<file path="src/rtl/multi_chan_debounce.sv">
// Multi-channel input debouncer.
// Each channel passes through a SYNC_STAGES-deep synchroniser and is then
// filtered either by a shared periodic sampler (MODE 0) or by a per-channel
// stable-count filter (MODE 1). Registered rise/fall strobes accompany every
// change of data_out so downstream logic needs no edge detectors of its own.
module multi_chan_debounce #(
   parameter int                  CHANNELS     = 4,
   parameter int                  SYNC_STAGES  = 4,
   parameter int                  CNT_WIDTH    = 21,
   parameter int                  STABLE_COUNT = 5,
   parameter int                  MODE         = 1,
   parameter logic [CHANNELS-1:0] PRESET_VAL   = {CHANNELS{1'b0}}
) (
   input  logic                clk,
   input  logic                rst_n,
   input  logic [CHANNELS-1:0] data_in,
   output logic [CHANNELS-1:0] data_out,
   output logic [CHANNELS-1:0] rise,
   output logic [CHANNELS-1:0] fall
);

   // Counter constants, truncated to the counter width.
   localparam logic [CNT_WIDTH-1:0] PERIOD_RELOAD = CNT_WIDTH'(STABLE_COUNT);
   localparam logic [CNT_WIDTH-1:0] ACCEPT_AT     = CNT_WIDTH'(STABLE_COUNT - 1);
   localparam logic [CNT_WIDTH-1:0] CNT_ONE       = CNT_WIDTH'(1);

   // Synchroniser stages; index 0 captures the raw pins.
   logic [CHANNELS-1:0]  sync_chain [SYNC_STAGES];
   logic [CHANNELS-1:0]  sync;
   // Shared sample-period counter (MODE 0).
   logic [CNT_WIDTH-1:0] period_cnt;
   // Per-channel persistence counters (MODE 1).
   logic [CNT_WIDTH-1:0] stable_cnt [CHANNELS];

   assign sync = sync_chain[SYNC_STAGES-1];

   // Synchroniser, filter counters, debounced levels and edge strobes.
   // The chain resets to PRESET_VAL so the filter sees no change on release.
   always_ff @(posedge clk or negedge rst_n) begin
      if (!rst_n) begin
         for (int s = 0; s < SYNC_STAGES; s++) begin
            sync_chain[s] <= PRESET_VAL;
         end
         period_cnt <= PERIOD_RELOAD;
         for (int i = 0; i < CHANNELS; i++) begin
            stable_cnt[i] <= '0;
         end
         data_out <= PRESET_VAL;
         rise     <= '0;
         fall     <= '0;
      end else begin
         sync_chain[0] <= data_in;
         for (int s = 1; s < SYNC_STAGES; s++) begin
            sync_chain[s] <= sync_chain[s-1];
         end

         // Strobes default low; only an accepted change raises one.
         rise <= '0;
         fall <= '0;

         if (MODE == 0) begin
            // Legacy mode: all channels sampled together once per period.
            if (period_cnt == '0) begin
               data_out   <= sync;
               rise       <= sync & ~data_out;
               fall       <= ~sync & data_out;
               period_cnt <= PERIOD_RELOAD;
            end else begin
               period_cnt <= period_cnt - CNT_ONE;
            end
         end else begin
            // Stable-count mode: a new level must persist STABLE_COUNT
            // consecutive cycles; any return to the old level restarts it.
            for (int i = 0; i < CHANNELS; i++) begin
               if (sync[i] == data_out[i]) begin
                  stable_cnt[i] <= '0;
               end else if (stable_cnt[i] == ACCEPT_AT) begin
                  data_out[i]   <= sync[i];
                  rise[i]       <= sync[i];
                  fall[i]       <= ~sync[i];
                  stable_cnt[i] <= '0;
               end else begin
                  stable_cnt[i] <= stable_cnt[i] + CNT_ONE;
               end
            end
         end
      end
   end

endmodule

</file>
<file path="config.mk">
export PLATFORM = sky130hd
export DESIGN_NAME = multi_chan_debounce
export DESIGN_NICKNAME = d
export VERILOG_FILES = /design/src/rtl/multi_chan_debounce.sv
export SDC_FILE = /design/constraint.sdc
export NUM_CORES = 1
export LEC_CHECK = 0
export CORE_MARGIN = 3
export CORE_UTILIZATION = 54
export CTS_BUF_LIST = sky130_fd_sc_hd__clkbuf_4 sky130_fd_sc_hd__clkbuf_8 sky130_fd_sc_hd__clkbuf_16
export CTS_CLUSTER_DIAMETER = 100
export CTS_CLUSTER_SIZE = 14
export DETAILED_ROUTE_END_ITERATION = 6
export MAX_ROUTING_LAYER = met4
export PLACE_DENSITY = 0.79
export SYNTH_ARGS = -nofsm -noshare
export SYNTH_HDL_FRONTEND = slang
export SYNTH_SLANG_ARGS = --single-unit
</file>
<file path="constraint.sdc">
create_clock -name clk -period 5.8 [get_ports clk]
set_clock_uncertainty 0.1 [all_clocks]
set_input_delay 1.16 -clock clk [delete_from_list [all_inputs] [get_ports clk]]
set_output_delay 1.16 -clock clk [all_outputs]
set_load 0.02 [all_outputs]
</file>
==> results of run 1 <==
==> routing by layer <==
| metal | track usage | up-vias | share of wire |
|---|---|---|---|
| li1 | - | 1822 | - |
| met1 | 0.249 | 1874 | 0.46 |
| met2 | 0.305 | 57 | 0.49 |
| met3 | 0.0577 | 12 | 0.041 |
| met4 | 0.0589 | 0 | 0.013 |
| met5 | - | - | 0 |
==> flip-flops by register name (all words and copies together) (netlist names) <==
name and count:
rise 4, data_out 4, stable_cnt 84, sync_chain 12, fall 4, sync 4
==> cell type report <==
type                    count  area [um^2]
fillers                   783         3540
flip-flops and latches    112         2800
multi-input cells         366         2270
repair buffers             21          198
well taps                 129          161
clock buffers               9          124
clock inverters             7          108
inverters                  21         78.8
==> worst register-to-register path, cell delays in order, from the launching register on <==
cell,delay [ps]
sky130_fd_sc_hd__dfrtp_1,460
sky130_fd_sc_hd__nor4b_1,380
sky130_fd_sc_hd__nand3_1,140
sky130_fd_sc_hd__o21ai_1,980
sky130_fd_sc_hd__o21ba_2,270
==> Yosys cell counts, types with 5 or more instances <==
cell | count | area [um^2]
sky130_fd_sc_hd__or4_1 | 5 | 37.5
sky130_fd_sc_hd__or3_1 | 9 | 56.3
sky130_fd_sc_hd__nor2_1 | 75 | 282
sky130_fd_sc_hd__nor3b_1 | 8 | 60.1
sky130_fd_sc_hd__ha_1 | 8 | 100
sky130_fd_sc_hd__nand4_1 | 13 | 81.3
sky130_fd_sc_hd__dfrtp_1 | 112 | 2800
sky130_fd_sc_hd__nor3_1 | 16 | 80.1
sky130_fd_sc_hd__a21oi_1 | 16 | 80.1
sky130_fd_sc_hd__and3_1 | 11 | 68.8
sky130_fd_sc_hd__xor2_1 | 14 | 123
sky130_fd_sc_hd__o21ai_0 | 15 | 75.1
sky130_fd_sc_hd__clkbuf_1 | 7 | 26.3
sky130_fd_sc_hd__inv_1 | 21 | 78.8
sky130_fd_sc_hd__or2_2 | 7 | 43.8
sky130_fd_sc_hd__nor4_1 | 29 | 181
sky130_fd_sc_hd__xnor2_1 | 45 | 394
sky130_fd_sc_hd__nand2_1 | 25 | 93.8
sky130_fd_sc_hd__nand3_1 | 33 | 165
==> report_power, final <==
part,switching (uW),internal (uW)
combinational,200,126
clock,280,252
sequential,63.7,834
total,544,1210
==> metrics by stage <==
step / worst slack [ps] / instances / instance area, um^2
global route: 3010 / 665 / 5740
floorplan: 3830 / 506 / 5180
detailed placement: 3260 / 649 / 5510
global placement: 3290 / 649 / 5510
CTS: 3070 / 665 / 5740
finish: 3080 / 665 / 5740
==> worst max-delay path by stage <==
stage                               from             end  slack [ps]  depth (start not counted)
after floorplan           stable_cnt[24]  stable_cnt[41]        3830                          4
after global placement             rst_n  sync_chain[15]        3290                          2
after detailed placement           rst_n     data_out[3]        3260                          2
after CTS                    data_out[0]     data_out[0]        3070                          1
after global routing         data_out[0]     data_out[0]        3010                          1
final                        data_out[0]     data_out[0]        3080                          1
==> kinds of logic (layout without fill, tap and decap cells) <==
group	Yosys count	after routing	share of synthesized area
mux	8	8	0.0164
compound gates	42	42	0.0452
fa+ha+maj	8	8	0.0193
simple gates	249	249	0.257
xor+xnor	59	59	0.0998
flops	112	112	0.541
buf+inv	28	58	0.0203
==> flow_metrics.py, run 1 <==
metrics = {
    "status": {
        "run_status": "complete, no violations",
    },
    "clock_network": {
        "ctsResizeCount": 0,
        "cts.sink_count": 112,
        "cts_root_buf": "sky130_fd_sc_hd__clkbuf_8",
        "clk_pin_slew_worst_paths_ps": 110,
        "h-tree-depth": 3,
        "clock_latency_ps": 390,
        "cts-buffers-inserted": 9,
        "max-clock-path-buffers": 2,
        "cts_hold_buffers": 0,
        "cts_tree": "yes",
        "postCtsSetupRepairBufs": 0,
    },
    "finish": {
        "num_antenna_cells": 0,
        "layout.nets": 545,
        "area_growth_synth_to_finish_pct": 10.9,
        "final_common_cell": "sky130_fd_sc_hd__dfrtp_1",
        "most-common-layout-cells": "112 x sky130_fd_sc_hd__dfrtp_1, 75 x sky130_fd_sc_hd__nor2_1, 45 x sky130_fd_sc_hd__xnor2_1",
        "utilization": 0.618,
        "share_of_layout_cells_above_drive_strength_1": 0.0802,
    },
    "yosys": {
        "synth_seq_cells": 112,
        "synthesis.instances": 506,
        "yosysWarnings": 0,
        "syn-cell-area_um2": 5180,
        "post_synthesis_async_set_or_reset_flop_share": 1.00,
        "synth_nets": 520,
        "post_synth.cell_area_avg_um2": 10.2,
        "synth_cell_types": 38,
        "synth.yosys.seq_area_share": 0.541,
        "dominantRegCellSynth": "sky130_fd_sc_hd__dfrtp_1",
        "edff_count_synth": 0,
    },
    "routing": {
        "wire_length_per_cell_after_detailed_routing_um": 14.7,
        "finalWirelength_um": 9800,
        "num_vias": 3765,
        "dr.first_iter.drc_count": 151,
        "antenna_violating_nets_left": 0,
        "via_per_inst": 5.66,
        "drc": 0,
        "dr.pass1.iters": 4,
    },
    "timing": {
        "fin_crit_ps": 2720,
        "timing.fmax_mhz": 368,
        "drv_slew": 0,
        "timing.final.crit_share": 0.468,
        "worst_slew_pin_slew_ps": 1250,
        "setup_viol": 0,
        "final.hold.worst_slack_ps": 252,
        "fin_tns_setup_ps": 0,
        "final_hold_viol_count": 0,
        "rsz_0062_raised_after_global_routing": "no",
        "max-slew-margin-rel": 0.163,
    },
    "hold_path": {
        "holdPathEnd": "sync_chain[6]",
        "min_path_cells": 0,
        "hold_path.class": "flip-flop to flip-flop",
        "hold_start": "sync_chain[10]",
    },
    "placed_design": {
        "post-dp-hpwl_um": 6620,
        "gp_routability_congestion": 0.826,
        "quantity_of_i_o_buffers_inserted_on_ports": 17,
    },
    "floorplanning": {
        "floorplan.die.width_um": 104,
        "fp.coreArea_um2": 9280,
        "die_span_y_um": 104,
        "io-pin-count": 18,
        "design.die.area_um2": 10800,
        "initial_standard_cell_utilization_of_the_core": 0.558,
        "row_count": 35,
    },
    "critical_path": {
        "path_delay_family": "buffers and inverters",
        "worst-r2r-setup-slack_ps": 3360,
        "crit_path_launch_type": "flip-flop",
        "worstReg2RegEnd": "stable_cnt[83]",
        "critical_path_class": "flip-flop to primary output",
        "required_time_of_the_critical_path_ps": 4540,
        "timing.critical_path.arrival_ps": 1460,
        "cpMaxStageDelayCell": "sky130_fd_sc_hd__clkdlybuf4s50_1",
        "slowest_delay_ps": 630,
        "critical_path.reg2reg.startpoint": "stable_cnt[66]",
        "worstPathBufferInverterCount": 1,
        "path_max_fanout": 5,
        "path_cells": "clkdlybuf4s50_1",
        "ff_to_ff_path_depth": 4,
        "timing.critical_path.to_type": "primary output",
    },
    "global_routing": {
        "grt_usage": 0.196,
        "grt_start_max_net_pins": 66,
        "overflow": 0,
        "grt_pass1_vias": 3717,
        "number_of_antenna_violations_at_the_first_check_in_global_routing": 0,
        "wire_length_of_the_first_global_routing_pass_um": 17000,
    },
    "pwr": {
        "power.ir.vdd_worst_uv": 287,
        "p_per_area_nw_per_um2": 306,
        "total_power_uw": 1760,
        "power_leakage_uw": 0.00231,
    },
    "flow_run": {
        "max_cap_viol_count": 0,
    },
}
Note: power is estimated with default switching activity, not from simulation.
==> inputs of run 2 (changes only) <==
--- a/config.mk
+++ b/config.mk
@@ -12,7 +12,7 @@
 export CTS_CLUSTER_SIZE = 14
 export DETAILED_ROUTE_END_ITERATION = 6
 export MAX_ROUTING_LAYER = met4
-export PLACE_DENSITY = 0.79
+export PLACE_DENSITY = 0.82
 export SYNTH_ARGS = -nofsm -noshare
 export SYNTH_HDL_FRONTEND = slang
 export SYNTH_SLANG_ARGS = --single-unit
==> constraint.sdc (replaced) <==
create_clock -name clk -period 2.27 [get_ports clk]
set_clock_uncertainty 0.1 [all_clocks]
set_input_delay 0.454 -clock clk [delete_from_list [all_inputs] [get_ports clk]]
set_output_delay 0.454 -clock clk [all_outputs]
set_load 0.02 [all_outputs]
==> run 2 against run 1 <==
Against the previous run: cell count rose by 1.7%; worst hold slack barely moved; core utilization rose by 0.75 points; sequential power rose to 2.6 times the previous value; global-route usage rose by 0.26 points; sequential share of layout area fell by 0.59 points; routed wire length fell by 0.75%; via count rose by 1.3%; register-to-register slack got worse by 3200 ps; first-iteration DRC count rose by 37%; critical endpoint is now stable_cnt[80]; largest power group unchanged.
==> flow_metrics.py, run 2 (synthesis results as in run 1) <==
metrics = {
    "finish": {
        "registers.top_by_ff_count": "stable_cnt",
        "largest_register_ff_count": 84,
        "area_growth_synth_to_finish_pct": 12.3,
        "num_antenna_cells": 0,
        "largestRegisters": "stable_cnt x84, sync_chain x12",
        "final_common_cell": "sky130_fd_sc_hd__dfrtp_1",
        "post-route-cell-area_um2": 5810,
        "share_of_layout_cells_above_drive_strength_1": 0.0969,
        "layout.nets": 557,
        "most-common-layout-cells": "112 x sky130_fd_sc_hd__dfrtp_1, 75 x sky130_fd_sc_hd__nor2_1, 45 x sky130_fd_sc_hd__xnor2_1",
    },
    "routing": {
        "dr.first_iter.drc_count": 207,
        "num_vias": 3814,
        "drc": 0,
        "finalWirelength_um": 9730,
        "dr.pass1.iters": 4,
        "via_per_inst": 5.64,
        "antenna_violating_nets_left": 0,
        "wire_length_per_cell_after_detailed_routing_um": 14.4,
    },
    "pwr": {
        "total_switching_power_uw": 1400,
        "comb_power_share": 0.207,
        "clockPowerShare": 0.264,
        "seqPwrFrac": 0.529,
        "power_leakage_uw": 0.00236,
        "power_report.internal_total_uw": 2940,
        "p_per_area_nw_per_um2": 747,
        "swShare": 0.323,
        "power.ir.vdd_worst_uv": 548,
    },
    "clock_network": {
        "h-tree-depth": 3,
        "clock_latency_ps": 390,
        "clk_pin_slew_worst_paths_ps": 120,
        "postCtsSetupRepairBufs": 0,
        "cts-buffers-inserted": 9,
        "max-clock-path-buffers": 2,
        "cts_root_buf": "sky130_fd_sc_hd__clkbuf_8",
        "ctsResizeCount": 0,
        "cts.sink_count": 112,
        "cts_tree": "yes",
    },
    "hold_path": {
        "hold_start": "sync_chain[4]",
        "hold_path.class": "flip-flop to flip-flop",
    },
    "flow_run": {
        "max_cap_viol_count": 0,
    },
    "global_routing": {
        "overflow": 0,
        "number_of_antenna_violations_at_the_first_check_in_global_routing": 0,
        "grt_start_max_net_pins": 64,
        "wire_length_of_the_first_global_routing_pass_um": 17200,
        "grt_usage": 0.198,
        "grt_pass1_vias": 3712,
    },
    "timing": {
        "fin_crit_ps": 2120,
        "fin_tns_setup_ps": 0,
        "timing.final.crit_share": 0.936,
        "rsz_0062_raised_after_global_routing": "no",
        "max-slew-margin-rel": 0.532,
        "final_hold_viol_count": 0,
        "drv_slew": 0,
        "worst_slew_pin_slew_ps": 695,
        "setup_viol": 0,
        "timing.fmax_mhz": 471,
    },
    "floorplanning": {
        "fp.coreArea_um2": 9280,
        "design.die.area_um2": 10800,
        "initial_standard_cell_utilization_of_the_core": 0.558,
        "io-pin-count": 18,
        "floorplan.die.width_um": 104,
        "die_span_y_um": 104,
        "row_count": 35,
    },
    "placed_design": {
        "detailed_place.area_um2": 5620,
        "gp_routability_congestion": 0.885,
        "post-dp-hpwl_um": 6760,
        "quantity_of_i_o_buffers_inserted_on_ports": 17,
    },
    "critical_path": {
        "critical_path.reg2reg.startpoint": "stable_cnt[66]",
        "critical_path_class": "flip-flop to flip-flop",
        "crit_path_launch_type": "flip-flop",
        "timing.critical_path.arrival_ps": 2350,
        "path_max_fanout": 9,
        "required_time_of_the_critical_path_ps": 2500,
        "timing.critical_path.to_type": "flip-flop",
        "cp-startpoint": "stable_cnt[66]",
    },
    "status": {
        "run_status": "complete, no violations",
    },
}
## run 2: changes by cell type in the layout (fill, tap and decap cells not counted), sizes merged
| cell | previous run | this run |
|---|---|---|
| buf | 5 | 16 |
| bufinv | 2 | 0 |
| clkinvlp | 1 | 0 |
| dlygate4sd3 | 0 | 1 |
| clkinv | 0 | 2 |
## run 2: power by group through the flow
stage / Sequential, uW / Combinational [uW] / Clock (uW)
floorplan: 2330 / 501 / 0
global route: 2320 / 1010 / 1260
CTS: 2290 / 909 / 1190
finish: 2300 / 897 / 1150
global placement: 2320 / 876 / 0
detailed placement: 2330 / 902 / 0
## run 2: worst max-delay path, cell delays in order, from the launching register on
cell                      delay, ps
sky130_fd_sc_hd__dfrtp_1        480
sky130_fd_sc_hd__nand4_2        270
sky130_fd_sc_hd__or4_1          670
sky130_fd_sc_hd__or3_1          390
sky130_fd_sc_hd__a21oi_1        150
## run 2: layout make-up
| class | instances | area (um^2) |
|---|---|---|
| clock inverters | 6 | 60.1 |
| fillers | 766 | 3470 |
| inverters | 21 | 78.8 |
| clock buffers | 9 | 124 |
| multi-input cells | 366 | 2270 |
| well taps | 129 | 161 |
| repair buffers | 33 | 315 |
| flip-flops and latches | 112 | 2800 |
## run 2: routing by layer
metal / up-vias / global-route usage / wire, um / part of all wire
li1: 1843 / - / - / -
met1: 1876 / 0.251 / 4490 / 0.46
met2: 77 / 0.310 / 4710 / 0.48
met3: 18 / 0.0447 / 346 / 0.036
met4: 0 / 0.0836 / 180 / 0.019
met5: - / - / 0 / 0
## run 2: timing repair
| item | in CTS | in global routing |
|---|---|---|
| endpoints found under the setup margin | 0 | 0 |
| hold buffers | 1 | 0 |
| hold endpoints to repair | 112 | 0 |
## run 2: worst paths after layout
| path | end | slack [ps] | cells after the start |
|---|---|---|---|
| hold reg to reg | sync[0] | 250 | 0 |
| setup / recovery | stable_cnt[80] | 150 | 4 |
| max in group asynchronous | stable_cnt[72] | 1290 | 3 |
| setup reg to reg | stable_cnt[80] | 150 | 4 |
| hold / removal | sync[0] | 250 | 0 |
| min in group asynchronous | stable_cnt[36] | 490 | 3 |
## run 2: stage by stage
| stage | hold WS [ps] | worst slack (ps) | util | total power (uW) | std cells |
|---|---|---|---|---|---|
| 6_report | 252 | 145 | 0.626 | 4340 | 676 |
| 5_1_grt | 271 | 2.98 | 0.626 | 4590 | 676 |
| 4_1_cts | 261 | 146 | 0.626 | 4390 | 676 |
| 3_5_place_dp | 236 | 178 | 0.605 | 3240 | 660 |
| 3_3_place_gp | 232 | 246 | 0.605 | 3200 | 660 |
| 2_1_floorplan | 58.4 | 305 | - | 2830 | 506 |
==> inputs of run 3 (changes only) <==
--- a/config.mk
+++ b/config.mk
@@ -11,8 +11,9 @@
 export CTS_CLUSTER_DIAMETER = 100
 export CTS_CLUSTER_SIZE = 14
 export DETAILED_ROUTE_END_ITERATION = 6
+export DONT_BUFFER_PORTS = 1
 export MAX_ROUTING_LAYER = met4
-export PLACE_DENSITY = 0.82
+export PLACE_DENSITY = 0.78
 export SYNTH_ARGS = -nofsm -noshare
 export SYNTH_HDL_FRONTEND = slang
 export SYNTH_SLANG_ARGS = --single-unit
==> run 3 against run 2 <==
Against the previous run: the flow now finishes with violations (negative hold slack); cell count is 2.1% lower; sequential share of layout area grew 1.3 points; clock power is essentially flat; largest power group unchanged; register-to-register slack worse by 20 ps; routed wire length fell by 5.1%; first-iteration DRC count fell by 27%; maximum frequency decreased by 0.75%; critical endpoint is now stable_cnt[41]; non-clock buffer count decreased by 14; sequential power up 2%; global-route usage shrank 1.1 points; largest cell class unchanged; design area shrank 2.6%.
==> flow_metrics.py, run 3 (synthesis results as in run 1) <==
metrics = {
    "timing": {
        "rsz_0062_raised_after_global_routing": "no",
        "fin_crit_ps": 2140,
        "fin_tns_setup_ps": 0,
        "final_hold_viol_count": 112,
        "max-slew-margin-rel": 0.588,
        "setup_viol": 0,
        "timing.fmax_mhz": 467,
        "timing.final.crit_share": 0.943,
        "worst_slew_pin_slew_ps": 613,
        "drv_slew": 0,
        "final.hold.worst_slack_ps": -331,
    },
    "critical_path": {
        "timing.critical_path.arrival_ps": 2340,
        "crit_path_launch_type": "flip-flop",
        "worst-r2r-setup-slack_ps": 130,
        "path_max_fanout": 10,
        "critical_path.reg2reg.startpoint": "stable_cnt[24]",
        "path_delay_family": "simple AND/OR/NAND/NOR gates",
        "timing.critical_path.to_type": "flip-flop",
        "ff_to_ff_path_depth": 4,
        "worstPathBufferInverterCount": 0,
        "slowest_delay_ps": 600,
        "cpMaxStageDelayCell": "sky130_fd_sc_hd__or4_4",
        "cp.depth": 4,
        "worstReg2RegEnd": "stable_cnt[41]",
        "required_time_of_the_critical_path_ps": 2470,
        "critical_path_class": "flip-flop to flip-flop",
        "path_cells": "nand4_4, or4_4, or4b_1, a21oi_1",
    },
    "floorplanning": {
        "initial_standard_cell_utilization_of_the_core": 0.558,
        "design.die.area_um2": 10800,
        "floorplan.die.width_um": 104,
        "row_count": 35,
        "die_span_y_um": 104,
        "fp.coreArea_um2": 9280,
        "io-pin-count": 18,
    },
    "finish": {
        "share_of_layout_cells_above_drive_strength_1": 0.0976,
        "num_antenna_cells": 0,
        "area_growth_synth_to_finish_pct": 9.31,
        "final_common_cell": "sky130_fd_sc_hd__dfrtp_1",
        "largest_register_ff_count": 84,
        "registers.top_by_ff_count": "stable_cnt",
        "layout.nets": 543,
        "area.sequential_um2": 2800,
        "most-common-layout-cells": "112 x sky130_fd_sc_hd__dfrtp_1, 75 x sky130_fd_sc_hd__nor2_1, 45 x sky130_fd_sc_hd__xnor2_1",
        "utilization": 0.609,
        "largestRegisters": "stable_cnt x84, sync_chain x12",
        "nFillCells": 745,
        "multiInputGateArea_um2": 2270,
    },
    "global_routing": {
        "overflow": 0,
        "met1_usage": 0.243,
        "groute.layer.met3.usage": 0.0422,
        "met2_usage": 0.294,
        "grt_pass1_vias": 3718,
        "number_of_antenna_violations_at_the_first_check_in_global_routing": 0,
        "grt_usage": 0.187,
        "wire_length_of_the_first_global_routing_pass_um": 16500,
        "grt_start_max_net_pins": 113,
        "grt.busiest_layer": "met2",
    },
    "clock_network": {
        "cts_tree": "yes",
        "cts-buffers-inserted": 9,
        "postCtsSetupRepairBufs": 0,
        "h-tree-depth": 3,
        "clk_pin_slew_worst_paths_ps": 100,
        "ctsResizeCount": 0,
        "clock_latency_ps": 370,
        "cts_root_buf": "sky130_fd_sc_hd__clkbuf_8",
        "max-clock-path-buffers": 2,
        "cts.sink_count": 112,
        "cts_hold_buffers": 4,
    },
    "pwr": {
        "power.ir.vdd_worst_uv": 586,
        "power_leakage_uw": 0.00229,
        "p_per_area_nw_per_um2": 747,
    },
    "routing": {
        "dr.first_iter.drc_count": 151,
        "via_per_inst": 5.57,
        "wire_length_per_cell_after_detailed_routing_um": 14.0,
        "dr.pass1.iters": 4,
        "drc": 0,
        "finalWirelength_um": 9240,
        "antenna_violating_nets_left": 0,
        "num_vias": 3686,
    },
    "placed_design": {
        "post-dp-hpwl_um": 6230,
        "gp_routability_congestion": 0.873,
        "quantity_of_i_o_buffers_inserted_on_ports": 0,
    },
    "status": {
        "violated_checks": "negative hold slack",
        "run_status": "finished, violations left",
    },
    "hold_path": {
        "hold_path.class": "input pin to async pin",
    },
    "flow_run": {
        "max_cap_viol_count": 0,
    },
}
-- run 3: changes by cell type in the layout (fill, tap and decap cells not counted), sizes merged --
| cell | delta |
|---|---|
| clkdlybuf4s50 | -16 |
| clkinvlp | +3 |
| dlygate4sd3 | +3 |
| inv | -3 |
| buf | -1 |
| bufinv | +1 |
| clkinv | -1 |
-- run 3: how the worst max path moves through the flow --
stage | startpoint | to
2_1_floorplan | stable_cnt[24] | stable_cnt[41]
3_3_place_gp | stable_cnt[24] | stable_cnt[41]
3_5_place_dp | stable_cnt[24] | stable_cnt[41]
4_1_cts | stable_cnt[24] | stable_cnt[41]
5_1_grt | stable_cnt[25] | stable_cnt[41]
6_report | stable_cnt[24] | stable_cnt[41]
-- run 3: power by group --
| group | switching (uW) | leakage (uW) | internal (uW) |
|---|---|---|---|
| clock | 653 | 0.0000879 | 510 |
| sequential | 215 | 0.00151 | 2130 |
| combinational | 406 | 0.000692 | 314 |
| total | 1270 | 0.00229 | 2950 |
-- run 3: cell type report --
type | instances | area share
flip-flops and latches | 112 | 0.495
multi-input cells | 366 | 0.401
well taps | 129 | 0.0285
repair buffers | 19 | 0.0270
clock buffers | 9 | 0.0219
inverters | 21 | 0.0139
clock inverters | 6 | 0.0124
-- run 3: metal layers --
metal  wire length [um]  up-vias
met1               4430     1785
met3                319       11
met4                108        0
met5                  0        -
met2               4380       68
li1                   -     1822
-- run 3: per-stage QoR --
| stage | hold slack, ps | power, uW | std cells | instance area [um^2] | setup slack (ps) |
|---|---|---|---|---|---|
| 2_1_floorplan | 58.4 | 2830 | 506 | 5180 | 305 |
| 3_3_place_gp | 61.1 | 3070 | 643 | 5420 | 247 |
| 4_1_cts | -361 | 4300 | 662 | 5660 | 143 |
| 5_1_grt | -369 | 4480 | 662 | 5660 | 20.0 |
| 3_5_place_dp | 61.5 | 3110 | 643 | 5420 | 168 |
| 6_report | -331 | 4230 | 662 | 5660 | 129 |
